**config.mk**
```make
export PLATFORM = sky130hd
export DESIGN_NAME = keypad_scanner
export DESIGN_NICKNAME = d
export VERILOG_FILES = /design/src/rtl/keypad_scanner.sv
export SDC_FILE = /design/constraint.sdc
export NUM_CORES = 1
export LEC_CHECK = 0
export ABC_AREA = 1
export CORE_MARGIN = 5
export CORE_UTILIZATION = 40
export DETAILED_ROUTE_END_ITERATION = 10
export GPL_TIMING_DRIVEN = 0
export PLACE_DENSITY = 0.68
export SETUP_SLACK_MARGIN = 0.4
export SYNTH_ARGS = -nofsm -noshare
export SYNTH_HDL_FRONTEND = slang
export SYNTH_SLANG_ARGS = --single-unit
export TNS_END_PERCENT = 20
```
**constraint.sdc**
```tcl
create_clock -name clk -period 2.9 [get_ports clk]
set_clock_uncertainty 0.2 [all_clocks]
set_input_delay 0.58 -clock clk [delete_from_list [all_inputs] [get_ports clk]]
set_output_delay 0.58 -clock clk [all_outputs]
set_load 0.01 [all_outputs]
```
**src/rtl/keypad_scanner.sv**
```systemverilog
`timescale 1ns/1ps
// 4x4 keypad front end: one-hot column scan, synchronized rows, press/release
// debounce, and a single encoded key event per physical press.
module keypad_scanner #(
   parameter int unsigned SCAN_DIV = 4,
   parameter int unsigned DEBOUNCE = 3
) (
   input  logic       clk,
   input  logic       rst,
   input  logic [3:0] row,
   output logic [3:0] col,
   output logic [3:0] key_code,
   output logic       key_valid,
   output logic       key_held
);

   localparam int unsigned DIV_W = (SCAN_DIV > 1) ? $clog2(SCAN_DIV) : 1;
   localparam int unsigned CNT_W = $clog2(DEBOUNCE + 1);
   localparam logic [DIV_W-1:0] DIV_LAST = DIV_W'(SCAN_DIV - 1);
   localparam logic [CNT_W-1:0] CNT_LAST = CNT_W'(DEBOUNCE - 1);

   typedef enum logic [1:0] {
      ST_SCAN,
      ST_DEBOUNCE,
      ST_HELD,
      ST_RELEASE
   } state_t;

   state_t             r_state;
   logic [3:0]         r_sync1;
   logic [3:0]         r_row_s;
   logic [DIV_W-1:0]   r_div;
   logic [CNT_W-1:0]   r_cnt;
   logic [3:0]         r_cap_row;

   logic               w_row_onehot;
   logic [3:0]         w_col_next;
   logic [3:0]         w_code;

   // Column index 0 is the left column, row index 0 the top row.
   function automatic logic [3:0] encode_key(input logic [3:0] c, input logic [3:0] r);
      logic [1:0] ci;
      logic [1:0] ri;
      logic [3:0] code;
      ci   = 2'd0;
      ri   = 2'd0;
      code = 4'h0;
      case (c)
         4'b1000: ci = 2'd0;
         4'b0100: ci = 2'd1;
         4'b0010: ci = 2'd2;
         default: ci = 2'd3;
      endcase
      case (r)
         4'b1000: ri = 2'd0;
         4'b0100: ri = 2'd1;
         4'b0010: ri = 2'd2;
         default: ri = 2'd3;
      endcase
      if (ci == 2'd3) begin
         code = 4'hA + 4'(ri);
      end else if (ri == 2'd3) begin
         case (ci)
            2'd0:    code = 4'hE;
            2'd1:    code = 4'h0;
            default: code = 4'hF;
         endcase
      end else begin
         code = 4'(ri) * 4'd3 + 4'(ci) + 4'd1;
      end
      return code;
   endfunction

   assign w_row_onehot = (r_row_s != 4'b0000) && ((r_row_s & (r_row_s - 4'd1)) == 4'b0000);
   assign w_col_next   = {col[0], col[3:1]};
   assign w_code       = encode_key(col, r_cap_row);

   always_ff @(posedge clk or negedge rst) begin
      if (!rst) begin
         r_state   <= ST_SCAN;
         r_sync1   <= 4'b0000;
         r_row_s   <= 4'b0000;
         r_div     <= '0;
         r_cnt     <= '0;
         r_cap_row <= 4'b0000;
         col       <= 4'b1000;
         key_code  <= 4'h0;
         key_valid <= 1'b0;
         key_held  <= 1'b0;
      end else begin
         r_sync1   <= row;
         r_row_s   <= r_sync1;
         key_valid <= 1'b0;
         case (r_state)
            ST_SCAN: begin
               if (r_div == DIV_LAST) begin
                  if (w_row_onehot) begin
                     r_cap_row <= r_row_s;
                     r_cnt     <= CNT_W'(1);
                     r_state   <= ST_DEBOUNCE;
                  end else begin
                     r_div <= '0;
                     col   <= w_col_next;
                  end
               end else begin
                  r_div <= r_div + DIV_W'(1);
               end
            end
            ST_DEBOUNCE: begin
               if (r_row_s == r_cap_row) begin
                  if (r_cnt == CNT_LAST) begin
                     r_state   <= ST_HELD;
                     r_cnt     <= '0;
                     key_code  <= w_code;
                     key_valid <= 1'b1;
                     key_held  <= 1'b1;
                  end else begin
                     r_cnt <= r_cnt + CNT_W'(1);
                  end
               end else begin
                  // Bounce during acceptance: abandon and move on to the next column.
                  r_state <= ST_SCAN;
                  r_cnt   <= '0;
                  r_div   <= '0;
                  col     <= w_col_next;
               end
            end
            ST_HELD: begin
               if (r_row_s == 4'b0000) begin
                  r_state <= ST_RELEASE;
                  r_cnt   <= CNT_W'(1);
               end
            end
            ST_RELEASE: begin
               if (r_row_s != 4'b0000) begin
                  r_state <= ST_HELD;
                  r_cnt   <= '0;
               end else if (r_cnt == CNT_LAST) begin
                  r_state  <= ST_SCAN;
                  r_cnt    <= '0;
                  r_div    <= '0;
                  col      <= w_col_next;
                  key_held <= 1'b0;
               end else begin
                  r_cnt <= r_cnt + CNT_W'(1);
               end
            end
            default: r_state <= ST_SCAN;
         endcase
      end
   end

endmodule

```
# Yosys cells after proc, flatten, opt, wreduce, memory -nomap -nowiden
# Index checks and enable logic that the tools add are counted.
dict set report op_classes {
  addsub 6
  multipliers 1
  n_eq_ne 27
  n_mux 37
  bitwise_logic 1
  n_reduce_logical 15
}
# operator count
set ops {}
lappend ops {{$mux W2} 15}
lappend ops {{$mux W4} 7}
lappend ops {{$ne A2 B2 Y1 const B} 9}
lappend ops {{$pmux W2 S3} 3}
lappend ops {{$pmux W2 S4} 2}
lappend ops {{$reduce_and A5 Y1} 3}
lappend ops {{$eq A2 B2 Y1 const B} 6}
lappend ops {{$pmux W4 S3} 1}
lappend ops {{$ne A3 B3 Y1 const B} 3}
lappend ops {{$reduce_and A3 Y1} 3}
lappend ops {{$eq A4 B2 Y1 const B} 2}
lappend ops {{$eq A4 B3 Y1 const B} 2}
lappend ops {{$eq A4 B4 Y1 const B} 2}
lappend ops {{$logic_not A4 Y1} 2}
lappend ops {{$pmux W4 S2} 1}
lappend ops {{$mux W1} 7}
lappend ops {{$reduce_and A6 Y1} 1}
lappend ops {{$add A2 B1 Y2 const B} 2}
lappend ops {{$add A4 B1 Y4 const B} 1}
lappend ops {{$add A4 B2 Y4} 1}
lappend ops {{$add A4 B2 Y4 const A} 1}
lappend ops {{$and A4 B4 Y4} 1}
lappend ops {{$eq A2 B1 Y1 const B} 2}
lappend ops {{$eq A4 B4 Y1} 1}
lappend ops {{8 further kinds} 9}
dict set report word_totals {
  register_bits 28
  inputBits 6
  out_inout_bits 10
  elab_cells 97
}

# Logic depth before layout (Yosys ltp)
# Gate-level depths: netlist of the first run.
dict set report depth {
  word_depth 7
  depth_mapped 13
  depth_no_buf 13
}

# Worst setup path before layout of the first run
# Ideal clock, no wire load.
dict set report synth_path {
  kind {reg2reg}
  start {register col[3]}
  end {register key_code[1]}
  setup_ns 0.073
  arrival_ns 2.113
  required_ns 2.627
  path_slack_ns 0.514
  stages_incl_launch_ff 14
  path_buffers 0
  period_less_slack_ns 2.386
  path_cell_list {dfstp_2 > inv_1 > nand4_1 > nand3_1 > nand2_1 > inv_1 > ha_1 > inv_1 > fa_1 > inv_1 > nand2_1 > nand2_1 > nand2_1 > a21oi_2}
}
dict set report synth_via {
  elab_chain_cells 6
  elab_cells_between_ends 12
  classes_between {add/sub: 2; eq/ne: 5; mux: 4; reduce/logical: 1}
}
# element line
set synth_lines {}
lappend synth_lines {{start: declaration} 11} ;# output logic [3:0] col,
lappend synth_lines {{start signal: assignment} 103} ;# col <= w_col_next;
lappend synth_lines {{start signal: assignment} 125} ;# col <= w_col_next;
lappend synth_lines {{start signal: assignment} 142} ;# col <= w_col_next;
lappend synth_lines {{$eq A4 B2 Y1 (tied with other cells)} 48} ;# case (c)
lappend synth_lines {{$pmux W2 S3 (*)} 48}
lappend synth_lines {{$add A4 B2 Y4 (tied with other cells)} 69} ;# code = 4'(ri) * 4'd3 + 4'(ci) + 4'd1;
lappend synth_lines {{$add A4 B1 Y4 / $pmux W4 S2 (equally long branches)} {69, 63}}
lappend synth_lines {{$mux W4} 62} ;# end else if (ri == 2'd3) begin
lappend synth_lines {{$mux W4 (*)} 60} ;# if (ci == 2'd3) begin
lappend synth_lines {{end signal: assignment} 114} ;# key_code <= w_code;
lappend synth_lines {{end: declaration} 12} ;# output logic [3:0] key_code,
# Mark *: on every way between the ends. The rest lies on a longest branch, timed or not.
# A chain may end at the register's enable or synchronous reset.

# Final worst setup path of the first run
dict set report layout_path {
  start {register r_cap_row[0]}
  end {register key_code[2]}
}
dict set report layout_via {
  elab_chain_cells 7
  elab_cells_between_ends 13
  classes_between {add/sub: 3; mul: 1; eq/ne: 5; mux: 3; reduce/logical: 1}
}
# element line
set layout_lines {}
lappend layout_lines {{start: declaration} 34} ;# logic [3:0] r_cap_row;
lappend layout_lines {{start signal: assignment} 98} ;# r_cap_row <= r_row_s;
lappend layout_lines {{$eq A4 B2 Y1 (tied with other cells)} 54} ;# case (r)
lappend layout_lines {{$pmux W2 S3} 54}
lappend layout_lines {{$mul A2 B2 Y4} 69}
lappend layout_lines {{$add A4 B2 Y4} 69}
lappend layout_lines {{$add A4 B1 Y4} 69}
lappend layout_lines {{$mux W4} 62}
lappend layout_lines {{$mux W4} 60}
# Several ways; a longest one is shown, not always the timed one.

==> summary.txt, run 1 <==
Status
  – Status: finished clean

Setup path
  – Critical-path top delay cell: dfrtp_1
  – Max incr delay on CP: 450 ps
  – Worst EP arrival: 2420 ps
  – Crit path kind: reg -> reg
  – CP startpoint: r_cap_row[0]$_DFFE_PN0P_
  – Worst R2R Path Depth: 10
  – WP data required: 2910 ps
  – Setup crit start kind: register
  – Worst path cell trace: nor2_4 > nand3_2 > ha_4 > ha_4 > inv_1 > fa_1 > xor2_1 > o211ai_1 > nand2_1 > nand2_1
  – CP Max Fanout: 3
  – Crit. End Element: register
  – FF-to-FF setup slack: 490 ps
  – FF-to-FF Start: r_cap_row[0]$_DFFE_PN0P_

Place
  – GPL Wtd Cong: ~0.79
  – Post-DP HPWL: 2.25 mm
  – Number of port buffers: 15
  – Placed insts: 264

Die
  – Die width: between 70 and 80 um
  – Num rows: 23
  – Core outline area: 3970 um^2
  – Initial Util: 0.411
  – IO Count: 16
  – Die area: 5460 um^2
  – Chip Height: 73.9 um

Timing
  – Period minus WS final: 2410 ps
  – Fmax: 0.415 GHz
  – Fin Setup TNS: 0 ps
  – Final Max Slew Viols: 0
  – Final Hold Vio Count: 0
  – RSZ-0062 raised after global routing: true
  – Fin crit share: 0.831
  – Max-Slew Margin vs Limit: 0.587
  – Worst slew pin tran: slightly above 600 ps
  – Setup violators final: 0

Logic synthesis
  – FF+latch count, synth: 28
  – Synth top area share: 0.414
  – Avg Cell Area, Syn: 8.20 um^2
  – Mapped Nets: 212
  – Dominant cells by area after synthesis: dfrtp_1 (41%), nand2_1 (16%), inv_1 (5.8%)
  – Sequential area share after synthesis: 0.430
  – Area leader, netlist: dfrtp_1
  – Synth unique cells: 28
  – Post-Syn Area: 1630 um^2
  – Cells after synthesis: about 200
  – Yosys synthesis warning count: 0

Route
  – Drt drc: 0
  – Vias: 1354
  – Routed WL: 3.19 mm
  – Drt wl/cell: 11.6 um
  – Final ANT Viol Nets: 0
  – DRT Pass-1 Iters: 4
  – Via density: ~5
  – Iter 0 DRT Violations: 42

GRT
  – Largest net degree at the start of global routing: 29
  – Antenna violations before repair: 0
  – Global Route Usage Sum: 0.122
  – Total gr overflow: 0
  – Vias in the first global route: 1242
  – First-pass GRT wire length: 5.29 mm

Finish
  – Most common cell after layout, fill and taps aside: nand2_1
  – Finished Layout Cells: 276
  – FILL cells: 384
  – Area Growth Syn to Fin: 23.6%
  – Commonest cells after routing, fill and taps aside: nand2_1 (68), dfrtp_1 (26), inv_1 (22)
  – Share of cells above drive strength 1: 0.243
  – Area used by multi-input combinational logic: approximately 880 um^2
  – Sequential Area: about 700 um^2
  – Final net count: 240
  – ANT cells: 0

Job
  – MaxCap Viol Count: 0

Clock tree
  – CTS Buffer Depth: 2
  – CTS hold repair buffers: 0
  – CTS tree: built
  – CTS Sinks: 28
  – Num CTS Buffers: 3
  – Clk_lat worst skew: between 200 and 300 ps
  – CTS Root Cell: clkbuf_8
  – Reg clk slew, reported paths: 100 ps
  – Max H-tree Level: 1

Power and ir drop
  – Power, Total: 1.63 mW
  – Pwr Density: 807 nW/um^2
  – Max IR drop VDD: 0.344 mV
  – Static Leak: 1.02 nW

Hold path
  – Worst Hold Class: in -> async
[path summary, 6_finish.rpt]
path                                                  to
max in group asynchronous       r_cap_row[1]$_DFFE_PN0P_
worst max-delay path             key_code[2]$_DFFE_PN0P_
worst max register to register   key_code[2]$_DFFE_PN0P_
min in group clk                    r_row_s[3]$_DFF_PN0_
worst min register to register      r_row_s[3]$_DFF_PN0_
worst min-delay path                r_row_s[1]$_DFF_PN0_
[sequential cells by signal (all words and copies together) (netlist names)]
name       count
r_row_s        4
r_cap_row      4
key_held       1
r_cnt          2
r_state        2
r_div          2
key_code       4
key_valid      1
col            4
r_sync1        4
[synth_stat cells, drive strengths merged]
| library cell | count |
|---|---|
| nand4 | 9 |
| or2 | 2 |
| nand3 | 11 |
| and3 | 1 |
| dfrtp | 27 |
| inv | 30 |
| fa | 1 |
| o211ai | 2 |
| nand2 | 74 |
| xor2 | 1 |
| nor2 | 17 |
| dfstp | 1 |
| o21ai | 8 |
| o21bai | 4 |
| ha | 6 |
| buf | 1 |
| a21oi | 4 |
[layer usage]
metal / global-route usage / routed length, um / vias up
li1: - / - / 681
met1: 0.165 / 1440 / 642
met2: 0.195 / 1590 / 25
met3: 0.0233 / 129 / 6
met4: 0.0402 / 42 / 0
met5: 0 / 0 / -
[repair_timing]
action	4_1_cts	5_1_grt
hold endpoints to repair	0	0
setup buffers	0	8
pin swaps	0	7
endpoints found under the setup margin	3	3
gates resized for setup	4	12
[through the flow]
| stage | hold slack (ps) | area, um^2 | setup slack, ps | utilization |
|---|---|---|---|---|
| 6_report | 108 | 2020 | 490 | 0.508 |
| 2_1_floorplan | 84.4 | 1630 | 514 | - |
| 3_5_place_dp | 135 | 1840 | 322 | 0.464 |
| 5_1_grt | 158 | 2020 | 333 | 0.508 |
| 3_3_place_gp | 131 | 1840 | 373 | 0.464 |
| 4_1_cts | 155 | 1910 | 389 | 0.481 |
[logic make-up (layout without fill, tap and decap cells)]
kind of cell	Yosys count	in the layout	synth area share
compound gates	18	18	0.0805
xor+xnor	1	1	0.00537
buf+inv	31	58	0.0736
flops	28	28	0.430
simple gates	114	114	0.352
fa+ha+maj	7	7	0.0583
[worst max-delay path, delay by kind of cell, from the launching register on]
family | cells | cell delay [ps]
flip-flops | 1 | 450
AO/OA/AOI/OAI | 1 | 160
buffers and inverters | 1 | 50
XOR/XNOR | 1 | 150
AND/OR/NAND/NOR | 4 | 420
adder cells (fa/ha/maj) | 3 | 930
[power by group]
part	internal (mW)	switching (mW)	total (mW)
registers	0.457	0.0726	0.530
clock network	0.0983	0.116	0.214
logic	0.378	0.506	0.884
total	0.933	0.695	1.63
[layout make-up]
| cell class | count | share of cell area |
|---|---|---|
| plain buffers | 1 | 0.00372 |
| clock buffers | 4 | 0.0223 |
| inverters | 30 | 0.0558 |
| multi-input cells | 140 | 0.437 |
| flip-flops and latches | 28 | 0.349 |
| well taps | 50 | 0.0310 |
| repair buffers | 23 | 0.102 |
Note: power is estimated with default switching activity, not from simulation.
==> run 2, diff against run 1 <==
PLACE_DENSITY = 0.71   (was 0.68)
clock period = 2.2 ns   (was 2.9 ns; I/O delays follow)
==> run 2 against run 1 <==
Compared with the run above:
- the flow now finishes with violations (negative hold slack, negative setup slack)
- sequential share of layout area decreased by 2.9 points
- combinational power increased by 73%
- clock power increased by 91%
- worst setup slack got worse by 700 ps
- count of clock-buffer cells in the layout decreased by 1
- core utilization increased by 4.6 points
- register-to-register slack got worse by 700 ps
- sequential power increased by 28%
- total power increased by 60%
- cell area increased by 9.1%
- non-clock buffer count increased by 16
- highest routed layer unchanged
==> summary.txt, run 2 (synthesis results as in run 1) <==
Status
  – Status: finished, violations left
  – Failing checks: negative hold slack, negative setup slack

Power and ir drop
  – Static Leak: 1.17 nW (+15%)
  – Max IR drop VDD: 0.427 mV (+24%)
  – Pwr Density: 1190 nW/um^2 (+47%)

Route
  – Drt drc: 0 (unchanged)
  – Iter 0 DRT Violations: 113 (+170%)
  – Routed WL: 3.47 mm (+8.6%)
  – DRT Pass-1 Iters: 4 (unchanged)
  – Vias: 1420 (+4.9%)
  – Final ANT Viol Nets: 0 (unchanged)
  – Drt wl/cell: 11.9 um (+2.6%)
  – Via density: 4.86 (-0.87%)

Timing
  – Period minus WS final: 2410 ps (+2.11 ps)
  – Final Hold Vio Count: 27 (+27)
  – Final worst setup slack: -212 ps (-702 ps)
  – Fin crit share: 1.10 (+0.265)
  – Final Max Slew Viols: 0 (unchanged)
  – RSZ-0062 raised after global routing: true
  – Worst slew pin tran: 596 ps (-24.0 ps)
  – Max-Slew Margin vs Limit: 0.603 (+0.0160)
  – Hold Slack: -51.1 ps (-159 ps)
  – Fmax: 0.415 GHz (about the same)
  – Setup violators final: 3 (+3)
  – Fin Setup TNS: -547 ps (-547 ps)

Setup path
  – Buf+Inv Stages, Crit Path: 1 (unchanged)
  – Critical-path top delay cell: dfrtp_2
  – Crit. End Element: register
  – Top Family by Delay on Critical Path: simple AND/OR/NAND/NOR gates
  – Worst path cell trace: inv_2 > nand4_1 > ha_4 > ha_4 > or2_4 > ha_4 > a21oi_2 > nand2_1 > nand2_1 > nand3_1 > nand2_1 > nand2_1
  – Max incr delay on CP: 450 ps (about the same)
  – Most used cell, CP: nand2_1
  – CP Max Fanout: 4 (+1)
  – Crit path kind: reg -> reg
  – Setup crit start kind: register
  – Worst EP arrival: 2400 ps (-20 ps)
  – WP data required: 2190 ps (-720 ps)

Finish
  – Share of cells above drive strength 1: 0.355 (+0.112)
  – Area Growth Syn to Fin: 34.8%
  – Commonest cells after routing, fill and taps aside: nand2_1 (62), dfrtp_1 (26), buf_4 (20)
  – Most common cell after layout, fill and taps aside: nand2_1
  – FILL cells: 348 (-9.4%)
  – Final net count: 256 (+6.7%)
  – Final Util: 0.554 (+0.0460)
  – ANT cells: 0 (unchanged)

GRT
  – Antenna violations before repair: 0 (unchanged)
  – First-pass GRT wire length: 5.97 mm (+13%)
  – Vias in the first global route: 1405 (+13%)
  – Largest net degree at the start of global routing: 29 (unchanged)
  – Global Route Usage Sum: 0.142 (+0.0202)
  – Total gr overflow: 0 (unchanged)

Clock tree
  – CTS Root Cell: clkbuf_8
  – CTS Buffer Depth: 2 (unchanged)
  – Max H-tree Level: 1 (unchanged)
  – CTS Sinks: 28 (unchanged)
  – Clk_lat worst skew: 280 ps (about the same)
  – Num CTS Buffers: 3 (unchanged)
  – CTS tree: built
  – Reg clk slew, reported paths: 100 ps (about the same)

Die
  – IO Count: 16 (unchanged)
  – Initial Util: 0.411 (unchanged)
  – Core outline area: 3970 um^2 (unchanged)
  – Num rows: 23 (unchanged)
  – Die area: 5460 um^2 (unchanged)
  – Die width: 73.9 um (unchanged)
  – Chip Height: 73.9 um (unchanged)

Hold path
  – Worst Hold Class: in -> async

Place
  – GPL Wtd Cong: 0.790 (-0.25%)
  – Number of port buffers: 15 (unchanged)
  – Post-DP HPWL: 2.18 mm (-3.2%)

Job
  – MaxCap Viol Count: 0 (unchanged)
-- run 2: changes by cell type in the layout (fill, tap and decap cells not counted), sizes merged --
cell           before  now
buf                10   27
clkdlybuf4s50      14    4
dlygate4sd2         0    8
bufinv              0    1
clkbuf              4    3
dlymetal6s2s        0    1
-- run 2: worst register-to-register path: cells and delay by family (launching register included) --
family / cells / cell delay (ps)
AND/OR/NAND/NOR: 7 / 760
adder cells (fa/ha/maj): 3 / 700
flip-flops: 1 / 450
AO/OA/AOI/OAI: 1 / 130
buffers and inverters: 1 / 70
-- run 2: layer usage --
metal  global-route usage  up-vias  part of all wire
met5                    0        -                 0
met4               0.0724        0             0.020
met3               0.0260        5             0.037
met2                0.244       29              0.50
met1                0.168      672              0.44
li1                     -      714                 -
-- run 2: path summary, 6_finish.rpt --
check                                          from                        to  slack [ps]  depth (start not counted)
max                        r_cap_row[0]$_DFFE_PN0P_   key_code[3]$_DFFE_PN0P_        -210                         12
min                                             rst      r_sync1[3]$_DFF_PN0_         -50                          1
max reg2reg                r_cap_row[0]$_DFFE_PN0P_   key_code[3]$_DFFE_PN0P_        -210                         12
min reg2reg                    r_sync1[2]$_DFF_PN0_      r_row_s[2]$_DFF_PN0_         150                          0
max in group asynchronous                       rst  r_cap_row[0]$_DFFE_PN0P_        1430                          1
min in group clk               r_sync1[2]$_DFF_PN0_      r_row_s[2]$_DFF_PN0_         150                          0
-- run 2: report_power, final --
part	total [mW]	switching, mW	internal (mW)
sequential	0.676	0.0733	0.602
combinational	1.53	0.798	0.729
clock	0.409	0.164	0.244
total	2.61	1.04	1.58
-- run 2: layout make-up --
| type | instances | area [um^2] | area share |
|---|---|---|---|
| clock buffers | 3 | 41.3 | 0.0188 |
| well taps | 50 | 62.6 | 0.0284 |
| repair buffers | 39 | 332 | 0.151 |
| flip-flops and latches | 28 | 703 | 0.320 |
| inverters | 30 | 113 | 0.0512 |
| plain buffers | 1 | 7.51 | 0.00341 |
| clock inverters | 1 | 30.0 | 0.0137 |
| multi-input cells | 140 | 911 | 0.414 |
-- run 2: repair_timing --
| action | CTS | global route |
|---|---|---|
| pin swaps | 33 | 19 |
| endpoints found under the hold margin | 0 | 0 |
| resized for setup | 35 | 7 |
| endpoints found under the setup margin | 40 | 17 |
| hold buffers | 0 | 0 |
| setup buffers | 19 | 5 |
-- run 2: through the flow --
stage | area, um^2 | cells | power, mW | worst slack, ps
global placement | 1870 | 264 | 1.65 | -243
CTS | 2150 | 287 | 2.40 | -97.5
floorplan | 1660 | 199 | 1.48 | -99.7
detailed placement | 1870 | 264 | 1.66 | -227
global route | 2200 | 292 | 2.82 | -316
finish | 2200 | 292 | 2.61 | -212
